===== src/rtl/ps2_ascii_decoder_if.sv =====
// Byte-stream input and character-strobe output of the PS/2 scan-code to ASCII decoder.
// master = byte producer / line-buffer side, slave = decoder.
interface ps2_ascii_decoder_if;
  logic [7:0] ps2_byte;
  logic       ps2_byte_valid;
  logic [7:0] ascii_char;
  logic       key_pressed;
  logic       dropped;

  modport master (
    output ps2_byte, ps2_byte_valid,
    input  ascii_char, key_pressed, dropped
  );

  modport slave (
    input  ps2_byte, ps2_byte_valid,
    output ascii_char, key_pressed, dropped
  );
endinterface


===== src/rtl/ps2_ascii_decoder.sv =====
// Scan-code set 2 (US) to ASCII decoder: prefix/modifier tracking, a one-entry pending
// buffer and a fixed-length key_pressed pulse with ascii_char held stable around it.
module ps2_ascii_decoder #(
  parameter int PULSE_LEN = 4
) (
  input  logic               clock,
  input  logic               resetn,
  ps2_ascii_decoder_if.slave bus
);

  localparam int CW = $clog2(PULSE_LEN);
  localparam logic [CW-1:0] LAST = CW'(PULSE_LEN - 1);

  typedef enum logic [1:0] {PRE_IDLE, PRE_BRK, PRE_EXT, PRE_EXTBRK} pre_state_t;
  typedef enum logic [1:0] {OUT_IDLE, OUT_SETUP, OUT_HIGH, OUT_GAP} out_state_t;

  pre_state_t pre_state, pre_next;
  out_state_t out_state, out_next;
  logic [CW-1:0] cnt, cnt_next;

  logic       shift_l, shift_r, caps;
  logic       is_make, is_break, is_ext_make;
  logic       dec_valid;
  logic [7:0] dec_char;

  logic [7:0] ascii_q, ascii_d;
  logic       key_q, key_d;
  logic       drop_q, drop_d;
  logic       pend_valid, pend_valid_d;
  logic [7:0] pend_char, pend_char_d;

  // Returns {hit, char} for a plain make code.
  function automatic logic [8:0] map_make(input logic [7:0] code, input logic shift,
                                          input logic caps_on);
    logic [4:0] idx;
    logic       letter;
    logic       hit;
    logic [7:0] ch;
    idx    = '0;
    letter = 1'b1;
    hit    = 1'b1;
    ch     = 8'h00;
    case (code)
      8'h1C: idx = 5'd0;   8'h32: idx = 5'd1;   8'h21: idx = 5'd2;   8'h23: idx = 5'd3;
      8'h24: idx = 5'd4;   8'h2B: idx = 5'd5;   8'h34: idx = 5'd6;   8'h33: idx = 5'd7;
      8'h43: idx = 5'd8;   8'h3B: idx = 5'd9;   8'h42: idx = 5'd10;  8'h4B: idx = 5'd11;
      8'h3A: idx = 5'd12;  8'h31: idx = 5'd13;  8'h44: idx = 5'd14;  8'h4D: idx = 5'd15;
      8'h15: idx = 5'd16;  8'h2D: idx = 5'd17;  8'h1B: idx = 5'd18;  8'h2C: idx = 5'd19;
      8'h3C: idx = 5'd20;  8'h2A: idx = 5'd21;  8'h1D: idx = 5'd22;  8'h22: idx = 5'd23;
      8'h35: idx = 5'd24;  8'h1A: idx = 5'd25;
      default: letter = 1'b0;
    endcase
    if (letter) begin
      ch = ((shift ^ caps_on) ? 8'h41 : 8'h61) + {3'b000, idx};
    end else begin
      // Caps lock deliberately ignored outside the letter block.
      case (code)
        8'h45: ch = shift ? 8'h29 : 8'h30;
        8'h16: ch = shift ? 8'h21 : 8'h31;
        8'h1E: ch = shift ? 8'h40 : 8'h32;
        8'h26: ch = shift ? 8'h23 : 8'h33;
        8'h25: ch = shift ? 8'h24 : 8'h34;
        8'h2E: ch = shift ? 8'h25 : 8'h35;
        8'h36: ch = shift ? 8'h5E : 8'h36;
        8'h3D: ch = shift ? 8'h26 : 8'h37;
        8'h3E: ch = shift ? 8'h2A : 8'h38;
        8'h46: ch = shift ? 8'h28 : 8'h39;
        8'h29: ch = 8'h20;
        8'h5A: ch = 8'h0D;
        8'h66: ch = 8'h08;
        default: hit = 1'b0;
      endcase
    end
    return {hit, ch};
  endfunction

  // ---------------- prefix FSM ----------------
  // NOTE: every register in this block (FSMs, modifiers, pending buffer, outputs) is
  // cleared by the async reset; none of them may come up with a stale character.
  always_ff @(posedge clock or negedge resetn) begin
    if (!resetn) pre_state <= PRE_IDLE;
    else         pre_state <= pre_next;
  end

  // NOTE: defaults at the top of every always_comb keep it free of inferred latches.
  always_comb begin
    pre_next = pre_state;
    if (bus.ps2_byte_valid) begin
      case (pre_state)
        PRE_IDLE: begin
          if      (bus.ps2_byte == 8'hF0) pre_next = PRE_BRK;
          else if (bus.ps2_byte == 8'hE0) pre_next = PRE_EXT;
          else                            pre_next = PRE_IDLE;
        end
        PRE_EXT: pre_next = (bus.ps2_byte == 8'hF0) ? PRE_EXTBRK : PRE_IDLE;
        default: pre_next = PRE_IDLE;
      endcase
    end
  end

  always_comb begin
    is_make     = 1'b0;
    is_break    = 1'b0;
    is_ext_make = 1'b0;
    if (bus.ps2_byte_valid) begin
      case (pre_state)
        PRE_IDLE: is_make     = (bus.ps2_byte != 8'hF0) && (bus.ps2_byte != 8'hE0);
        PRE_BRK:  is_break    = 1'b1;
        PRE_EXT:  is_ext_make = (bus.ps2_byte != 8'hF0);
        default:  ;
      endcase
    end
  end

  // ---------------- modifiers ----------------
  // NOTE: sequential state uses non-blocking assignments so every flop samples
  // pre-edge values regardless of statement order.
  always_ff @(posedge clock or negedge resetn) begin
    if (!resetn) begin
      shift_l <= 1'b0;
      shift_r <= 1'b0;
      caps    <= 1'b0;
    end else if (is_make) begin
      if (bus.ps2_byte == 8'h12) shift_l <= 1'b1;
      if (bus.ps2_byte == 8'h59) shift_r <= 1'b1;
      if (bus.ps2_byte == 8'h58) caps    <= ~caps;
    end else if (is_break) begin
      if (bus.ps2_byte == 8'h12) shift_l <= 1'b0;
      if (bus.ps2_byte == 8'h59) shift_r <= 1'b0;
    end
  end

  always_comb begin
    dec_valid = 1'b0;
    dec_char  = 8'h00;
    if (is_make) begin
      {dec_valid, dec_char} = map_make(bus.ps2_byte, shift_l | shift_r, caps);
    end else if (is_ext_make && bus.ps2_byte == 8'h5A) begin
      dec_valid = 1'b1;
      dec_char  = 8'h0D;
    end
  end

  // ---------------- output FSM ----------------
  always_ff @(posedge clock or negedge resetn) begin
    if (!resetn) begin
      out_state  <= OUT_IDLE;
      cnt        <= '0;
      ascii_q    <= 8'h00;
      key_q      <= 1'b0;
      drop_q     <= 1'b0;
      pend_valid <= 1'b0;
      pend_char  <= 8'h00;
    end else begin
      out_state  <= out_next;
      cnt        <= cnt_next;
      ascii_q    <= ascii_d;
      key_q      <= key_d;
      drop_q     <= drop_d;
      pend_valid <= pend_valid_d;
      pend_char  <= pend_char_d;
    end
  end

  always_comb begin
    out_next = out_state;
    cnt_next = '0;
    case (out_state)
      OUT_IDLE:  if (pend_valid || dec_valid) out_next = OUT_SETUP;
      OUT_SETUP: out_next = OUT_HIGH;
      OUT_HIGH: begin
        if (cnt == LAST) out_next = OUT_GAP;
        else             cnt_next = cnt + CW'(1);
      end
      default: begin
        if (cnt == LAST) out_next = OUT_IDLE;
        else             cnt_next = cnt + CW'(1);
      end
    endcase
  end

  // ascii_char only loads in OUT_IDLE, so it is frozen through SETUP, HIGH and GAP.
  always_comb begin
    ascii_d      = ascii_q;
    key_d        = (out_next == OUT_HIGH);
    drop_d       = 1'b0;
    pend_valid_d = pend_valid;
    pend_char_d  = pend_char;
    if (out_state == OUT_IDLE) begin
      if (pend_valid) begin
        ascii_d      = pend_char;
        pend_valid_d = dec_valid;
        if (dec_valid) pend_char_d = dec_char;
      end else if (dec_valid) begin
        ascii_d = dec_char;
      end
    end else if (dec_valid) begin
      if (pend_valid) begin
        drop_d = 1'b1;
      end else begin
        pend_valid_d = 1'b1;
        pend_char_d  = dec_char;
      end
    end
  end

  assign bus.ascii_char  = ascii_q;
  assign bus.key_pressed = key_q;
  assign bus.dropped     = drop_q;

endmodule


===== src/flat_wrapper.sv =====
// flat-port wrapper written by rule: the top's interface ports become plain ports
module ps2_ascii_decoder_flat 
#(
  parameter int PULSE_LEN = 4
)
  (clock, resetn, bus_ps2_byte, bus_ps2_byte_valid, bus_ascii_char, bus_key_pressed, bus_dropped);
  ps2_ascii_decoder_if bus_i ();
  input  logic clock;
  input  logic resetn;
  input wire logic [$bits(bus_i.ps2_byte)-1:0] bus_ps2_byte;
  input wire logic [$bits(bus_i.ps2_byte_valid)-1:0] bus_ps2_byte_valid;
  output wire logic [$bits(bus_i.ascii_char)-1:0] bus_ascii_char;
  output wire logic [$bits(bus_i.key_pressed)-1:0] bus_key_pressed;
  output wire logic [$bits(bus_i.dropped)-1:0] bus_dropped;
  assign bus_i.ps2_byte = bus_ps2_byte;
  assign bus_i.ps2_byte_valid = bus_ps2_byte_valid;
  assign bus_ascii_char = bus_i.ascii_char;
  assign bus_key_pressed = bus_i.key_pressed;
  assign bus_dropped = bus_i.dropped;
  ps2_ascii_decoder #(.PULSE_LEN(PULSE_LEN)) u_core (.clock(clock), .resetn(resetn), .bus(bus_i));
endmodule

===== config.mk =====
export PLATFORM = sky130hd
export DESIGN_NAME = ps2_ascii_decoder_flat
export DESIGN_NICKNAME = d
export VERILOG_FILES = /design/src/rtl/ps2_ascii_decoder_if.sv /design/src/rtl/ps2_ascii_decoder.sv /design/src/flat_wrapper.sv
export SDC_FILE = /design/constraint.sdc
export NUM_CORES = 1
export LEC_CHECK = 0
export CELL_PAD_IN_SITES_DETAIL_PLACEMENT = 0
export CELL_PAD_IN_SITES_GLOBAL_PLACEMENT = 1
export CORE_AREA = 8 8 105 117
export CTS_CLUSTER_DIAMETER = 40
export CTS_CLUSTER_SIZE = 30
export DETAILED_ROUTE_END_ITERATION = 6
export DIE_AREA = 0 0 113 125
export GPL_TIMING_DRIVEN = 0
export MAX_ROUTING_LAYER = met4
export PLACE_DENSITY = 0.54
export SYNTH_ARGS = -nofsm -noshare
export SYNTH_HDL_FRONTEND = slang
export SYNTH_SLANG_ARGS = --single-unit
export TNS_END_PERCENT = 1

===== constraint.sdc =====
create_clock -name clock -period 1.8 [get_ports clock]
set_input_delay 0.18 -clock clock [delete_from_list [all_inputs] [get_ports clock]]
set_output_delay 0.18 -clock clock [all_outputs]
set_load 0.005 [all_outputs]

==> Word level (Yosys, flattened, before mapping) <==
Index checks and enable logic that the tools add are counted.
{ "classes": {"addsub": 2, "bitwise": 3, "eq_ne": 59, "muxes": 59, "reduce_logical": 16} }
{ "ops": {"columns": ["operator", "n"], "rows": [
  ["8-bit by 6-bit == test with 1-bit output (second input constant)", 23],
  ["5-bit one-hot mux with 25 select lines", 1],
  ["8-bit one-hot mux with 13 select lines", 1],
  ["8-bit by 7-bit == test with 1-bit output (second input constant)", 11],
  ["8-bit by 5-bit == test with 1-bit output (second input constant)", 8],
  ["8-bit two-way mux", 8],
  ["5-bit two-way mux", 9],
  ["1-bit two-way mux", 26],
  ["26-bit OR reduction", 1],
  ["8-bit == test (second input constant)", 2],
  ["2-bit two-way mux", 8],
  ["8-bit != test (second input constant)", 2],
  ["7-bit two-way mux", 2],
  ["13-bit OR reduction", 1],
  ["2-bit != test (second input constant)", 5],
  ["8-bit by 5-bit adder with 8-bit output", 1],
  ["2-bit == test (second input constant)", 4],
  ["6-bit two-way mux", 1],
  ["2-bit one-hot mux with 3 select lines", 1],
  ["3-bit AND reduction", 2],
  ["2-bit nonzero test", 3],
  ["2-bit by 1-bit == test with 1-bit output (second input constant)", 2],
  ["2-bit zero test", 2],
  ["4-bit two-way mux", 1],
  ["11 further kinds", 14]
]} }
{ "word_totals": {"in_bits": 11, "reg_bits": 28, "wordCells": 150, "output_inout_bits": 10} }

==> Depth between registers and ports, before layout <==
{ "logic_depth": {"word_depth": 11, "mapped_depth": 12, "ltp_nobuf": 10} }

==> Worst setup path after synthesis <==
OpenSTA, ideal clock, no wires.
{ "synth_path": {"kind": "input -> register", "startpoint": "input bus_ps2_byte[7]", "endpoint": "register u_core.pend_char[1]", "cell_stages": 9, "arrival_time_ps": 2214, "path_slack_ps": -539, "path_buffers": 2, "cell_sequence": "buf_4 -> or4b_4 -> or3_1 -> nand3b_1 -> or4_1 -> buf_6 -> o31ai_4 -> a21oi_4 -> mux2_4"} }
{ "synth_between": {"elab_chain_cells": 9, "elab_cells_between_ends": 69} }
{ "synth_rtl": {"columns": ["item", "line", "rtl"], "rows": [
  ["from (decl)", "flat_wrapper.sv:10", "input wire logic [$bits(bus_i.ps2_byte)-1:0] bus_ps2_byte;"],
  ["8-bit by 5-bit == test with 1-bit output, or another cell as far along", "ps2_ascii_decoder.sv:43", "case (code)"],
  ["5-bit one-hot mux with 25 select lines / 26-bit OR reduction (equally long branches)", null, null],
  ["5-bit two-way mux / 1-bit two-way mux (equally long branches)", "ps2_ascii_decoder.sv:136, ps2_ascii_decoder.sv:43", null],
  ["8-bit by 5-bit adder with 8-bit output / 1-bit two-way mux (equally long branches)", "ps2_ascii_decoder.sv:54, ps2_ascii_decoder.sv:136", null],
  ["8-bit two-way mux", "ps2_ascii_decoder.sv:53", "if (letter) begin"],
  ["8-bit two-way mux", "ps2_ascii_decoder.sv:136", "if (is_make) begin"],
  ["8-bit two-way mux (on tied branches)", "ps2_ascii_decoder.sv:198, ps2_ascii_decoder.sv:193", null],
  ["8-bit two-way mux (on tied branches)", "ps2_ascii_decoder.sv:197, ps2_ascii_decoder.sv:190", null],
  ["8-bit two-way mux", "ps2_ascii_decoder.sv:189", "if (out_state == OUT_IDLE) begin"],
  ["to (signal assigned)", "ps2_ascii_decoder.sv:161", "pend_char <= pend_char_d;"],
  ["to (decl)", "ps2_ascii_decoder.sv:30", "logic [7:0] pend_char, pend_char_d;"]
]} }
Several ways; a longest one is shown, not always the timed one. The select of a mux whose other input is x is not followed.
A chain may end at the register's enable or synchronous reset.

==> Final worst setup path <==
{ "layout_path": {"startpoint": "input bus_ps2_byte[0]", "endpoint": "register u_core.pend_char[2]"} }
{ "layout_between": {"elab_chain_cells": 9, "elab_cells_between_ends": 70} }
{ "layout_rtl": {"columns": ["item", "line", "rtl"], "rows": [
  ["8-bit by 5-bit == test with 1-bit output, or another cell as far along", "ps2_ascii_decoder.sv:43", null],
  ["5-bit one-hot mux with 25 select lines, or another cell as far along", "ps2_ascii_decoder.sv:43", null],
  ["5-bit two-way mux, or another cell as far along", "ps2_ascii_decoder.sv:136", null],
  ["8-bit by 5-bit adder with 8-bit output, or another cell as far along", "ps2_ascii_decoder.sv:54", "ch = ((shift ^ caps_on) ? 8'h41 : 8'h61) + {3'b000, idx};"],
  ["8-bit two-way mux / 4-bit two-way mux (equally long branches)", "ps2_ascii_decoder.sv:53, ps2_ascii_decoder.sv:138", null],
  ["8-bit two-way mux", "ps2_ascii_decoder.sv:136", null],
  ["8-bit two-way mux (on tied branches)", "ps2_ascii_decoder.sv:198, ps2_ascii_decoder.sv:193", null],
  ["8-bit two-way mux (on tied branches)", "ps2_ascii_decoder.sv:197, ps2_ascii_decoder.sv:190", null],
  ["8-bit two-way mux", "ps2_ascii_decoder.sv:189", null]
]} }
Several ways; a longest one is shown, not always the timed one. The select of a mux whose other input is x is not followed.

==> reports/qor.yml <==
floorplan:
  dieWidth_um: 113
  io_pins: 21
  core_area_um2: 10500
  die-area_um2: 14100
  fp.dieH_um: 125
  rows: 40
  initial_core_util_pct: 24.1
outcome:
  status: "finished, violations left"
  violations: "negative setup slack"
logic_synthesis:
  yosysUniqueCellTypes: 73
  synth_largest_area_cell: "dfrtp_1"
  synth_common_cells: "dfrtp_1 (28), nand2_1 (21), nor2_1 (21)"
  synth_top_area_share_pct: 27.7
  ys_async_sr_fraction_pct: 100
  syn_inst: 291
  synth.most_common_cell: "dfrtp_1"
  syn_area_um2: 2530
  ys.flop_type: "dfrtp_1"
  synth_edf_count: 0
  synth.area.top_cells: "dfrtp_1 (28%), o21ai_0 (3.6%), nand3_1 (3.4%)"
  ys_warn_count: 0
  avgSynthCellArea_um2: 8.71
  syn_nets: 308
  seq_area_frac_synth_pct: 27.7
  ys_ff_latch: 28
grt:
  grt-ovfl-total: 0
  antenna_found_initial: 0
  met1_usage_pct: 13.8
  grt.met2_usage_pct: 20.7
  grt_use_total_pct: 11.8
  grt_pass1_wl_um: 13300
  grt_max_degree: 29
  grt_pass1_vias: 2470
  grtUsageMet3_pct: 1.49
  top_usage_layer: "met2"
finish:
  fillCellCount: 1073
  layout.cells.non_filler: 478
  multiInputGateArea_um2: 1870
  nets: 371
  drive_above_1_share_pct: 34.7
  seq_area_um2: 702
  syn2layout_area_growth_pct: 43.0
  antenna_cells: 0
critical_path:
  cp-end-kind: "register"
  path_cells: "buf_8, buf_6, nor3b_2, o21ai_1, a31oi_2, or4_4, o31ai_4, a21oi_4, buf_4, mux2_4"
  cp_slowest_cell: "or4_4"
  cp.required_ps: 1950
  cpPeakStageDelay_ps: 620
  worstSetupStartpointType: "primary input"
  regToRegSetupSlack_ps: -320
  critPathMaxFanout: 7
  reg2reg_to: "u_core.bus.ascii_char[3]"
  reg2reg_depth: 8
  critPathArrivalTime_ps: 2340
  r2r_start: "u_core.pre_state[0]"
  crit_type: "primary input to register"
clock_network:
  cts_sinks: 28
  root_buffer: "clkbuf_16"
  cts_made_buffers: 3
  clock_latency_ps: 260
  clockBufferDepth: 2
  clk_pin_slew_ps: 70
  htreeDepth: 1
  cts_tree: "yes"
min_path:
  min_to: "u_core.shift_l"
  hold_start: "bus_ps2_byte[3]"
  holdPathStages: 4
  hold_path_class: "primary input to register"
drt:
  vias: 2491
  routed_wl_um: 8200
  drt_iter0_drc: 121
  drt-pass1-iter-count: 4
  drtAntennaViolNets: 0
  routedWlPerCell_um: 17.2
  vias_per_cell: 5.21
  drc_errors: 0
sta:
  rsz0062_at_grt: "true"
  final_max_slew_viol_count: 0
  finClkSkew_ps: 4.54
  setup_tns_ps: -6610
  setup_ws_ps: -397
  max_freq_mhz: 455
  finalSetupViolCount: 20
  post-route-min-period_ps: 2200
  worst_pin_slew_ps: 672
  maxSlewHeadroom_pct: 55.1
  period_share_pct: 122
  hold_ws_ps: 397
  finalHoldViolCount: 0
place:
  portBuffers: 20
  gp_congestion: 0.826
  placed_cells_incl_taps: 437
  hpwlAfterDp_um: 5930
pwr:
  p_leak_nw: 1.53
  ir_drop_v: 0.000390
  powerDensity_nw_per_um2: 696
run:
  max-cap-violations: 0
-- logic make-up (layout without fill, tap and decap cells) --
logic type	Yosys count	after routing	share of synthesized area, %
xor+xnor	7	7	2.42
flops	28	28	27.7
buf+inv	31	92	7.51
fa+ha+maj	7	7	3.41
compound gates	76	76	22.4
simple gates	133	133	32.0
mux	9	9	4.59
-- layout by cell type (no fill, tap or decap), types with 4 or more instances in the layout --
| cell | n |
|---|---|
| nand2_1 | 19 |
| nand2b_1 | 4 |
| buf_12 | 5 |
| o21ai_0 | 14 |
| nor2_1 | 19 |
| nand4b_1 | 5 |
| clkdlybuf4s50_1 | 11 |
| mux2_4 | 5 |
| buf_6 | 14 |
| and3_1 | 5 |
| inv_1 | 9 |
| buf_2 | 5 |
| ha_1 | 6 |
| buf_4 | 36 |
| clkbuf_16 | 4 |
| nor3_1 | 4 |
| nor2b_1 | 8 |
| nand4_1 | 6 |
| o31ai_1 | 4 |
| buf_8 | 5 |
| nand3_1 | 16 |
| dfrtp_1 | 27 |
| a21oi_1 | 11 |
-- flip-flops by register name (all words and copies together) (netlist names) --
register and cells:
u_core.pend_char 8, u_core.cnt 2, u_core.bus.dropped 1, u_core.shift_r 1, u_core.pre_state 2, u_core.bus.key_pressed 1
u_core.out_state 2, u_core.shift_l 1, u_core.caps 1, u_core.bus.ascii_char 8, u_core.pend_valid 1
-- worst max-delay path: cells and delay by family --
family,cells,cell delay [ps]
compound gates,4,690
buf+inv,3,380
mux,1,290
simple gates,2,790
-- worst max path at each step --
| stage | cells past startpoint | slack [ps] | end | start |
|---|---|---|---|---|
| after floorplan | 9 | -440 | u_core.pend_char[1] | bus_ps2_byte[7] |
| after global placement | 12 | -1460 | u_core.pend_char[2] | bus_ps2_byte[4] |
| after detailed placement | 11 | -1450 | u_core.bus.ascii_char[3] | bus_ps2_byte[3] |
| after CTS | 12 | -450 | u_core.pend_char[1] | bus_ps2_byte[6] |
| after global routing | 10 | -460 | u_core.pend_char[5] | bus_ps2_byte[1] |
| final | 10 | -400 | u_core.pend_char[2] | bus_ps2_byte[0] |
-- metal layers --
layer	routed length, µm	vias up	share of wire (%)
li1	-	1214	-
met1	3450	1196	42
met2	4200	62	51
met3	366	19	4.5
met4	182	0	2.2
met5	0	-	0
-- repair_timing --
action | CTS | global route
hold endpoints to repair | 0 | 28
hold buffers | 0 | 1
resized for setup | 82 | 36
endpoints found under the setup margin | 23 | 20
pin swaps | 13 | 16
cloned | 3 | 0
buffers inserted | 29 | 9
-- layout make-up --
type | instances | share of cell area [%]
Tap cell | 126 | 4.35
Sequential cell | 28 | 19.4
Inverter | 9 | 0.932
Timing Repair Buffer | 62 | 15.8
Multi-Input combinational cell | 232 | 51.7
Clock buffer | 3 | 2.07
Buffer | 18 | 5.73
-- power by group --
| group | total (W) | switching (W) | leakage, nW | internal (W) |
|---|---|---|---|---|
| Combinational | 0.00114 | 0.000547 | 1.12 | 0.000588 |
| Sequential | 0.000887 | 0.0000926 | 0.374 | 0.000794 |
| Clock | 0.000499 | 0.000204 | 0.0370 | 0.000295 |
| Total | 0.00252 | 0.000844 | 1.53 | 0.00168 |
-- per-stage QoR --
stage	cell area, µm²	power, W	utilization [%]	setup WS (ps)
finish	3620	0.00252	34.5	-397
global route	3620	0.00271	34.5	-457
CTS	3440	0.00251	32.7	-452
detailed placement	2930	0.00187	27.8	-1450
global placement	2930	0.00186	27.8	-1460
floorplan	2570	0.00149	-	-443
Power figures use the tool's default switching activity.
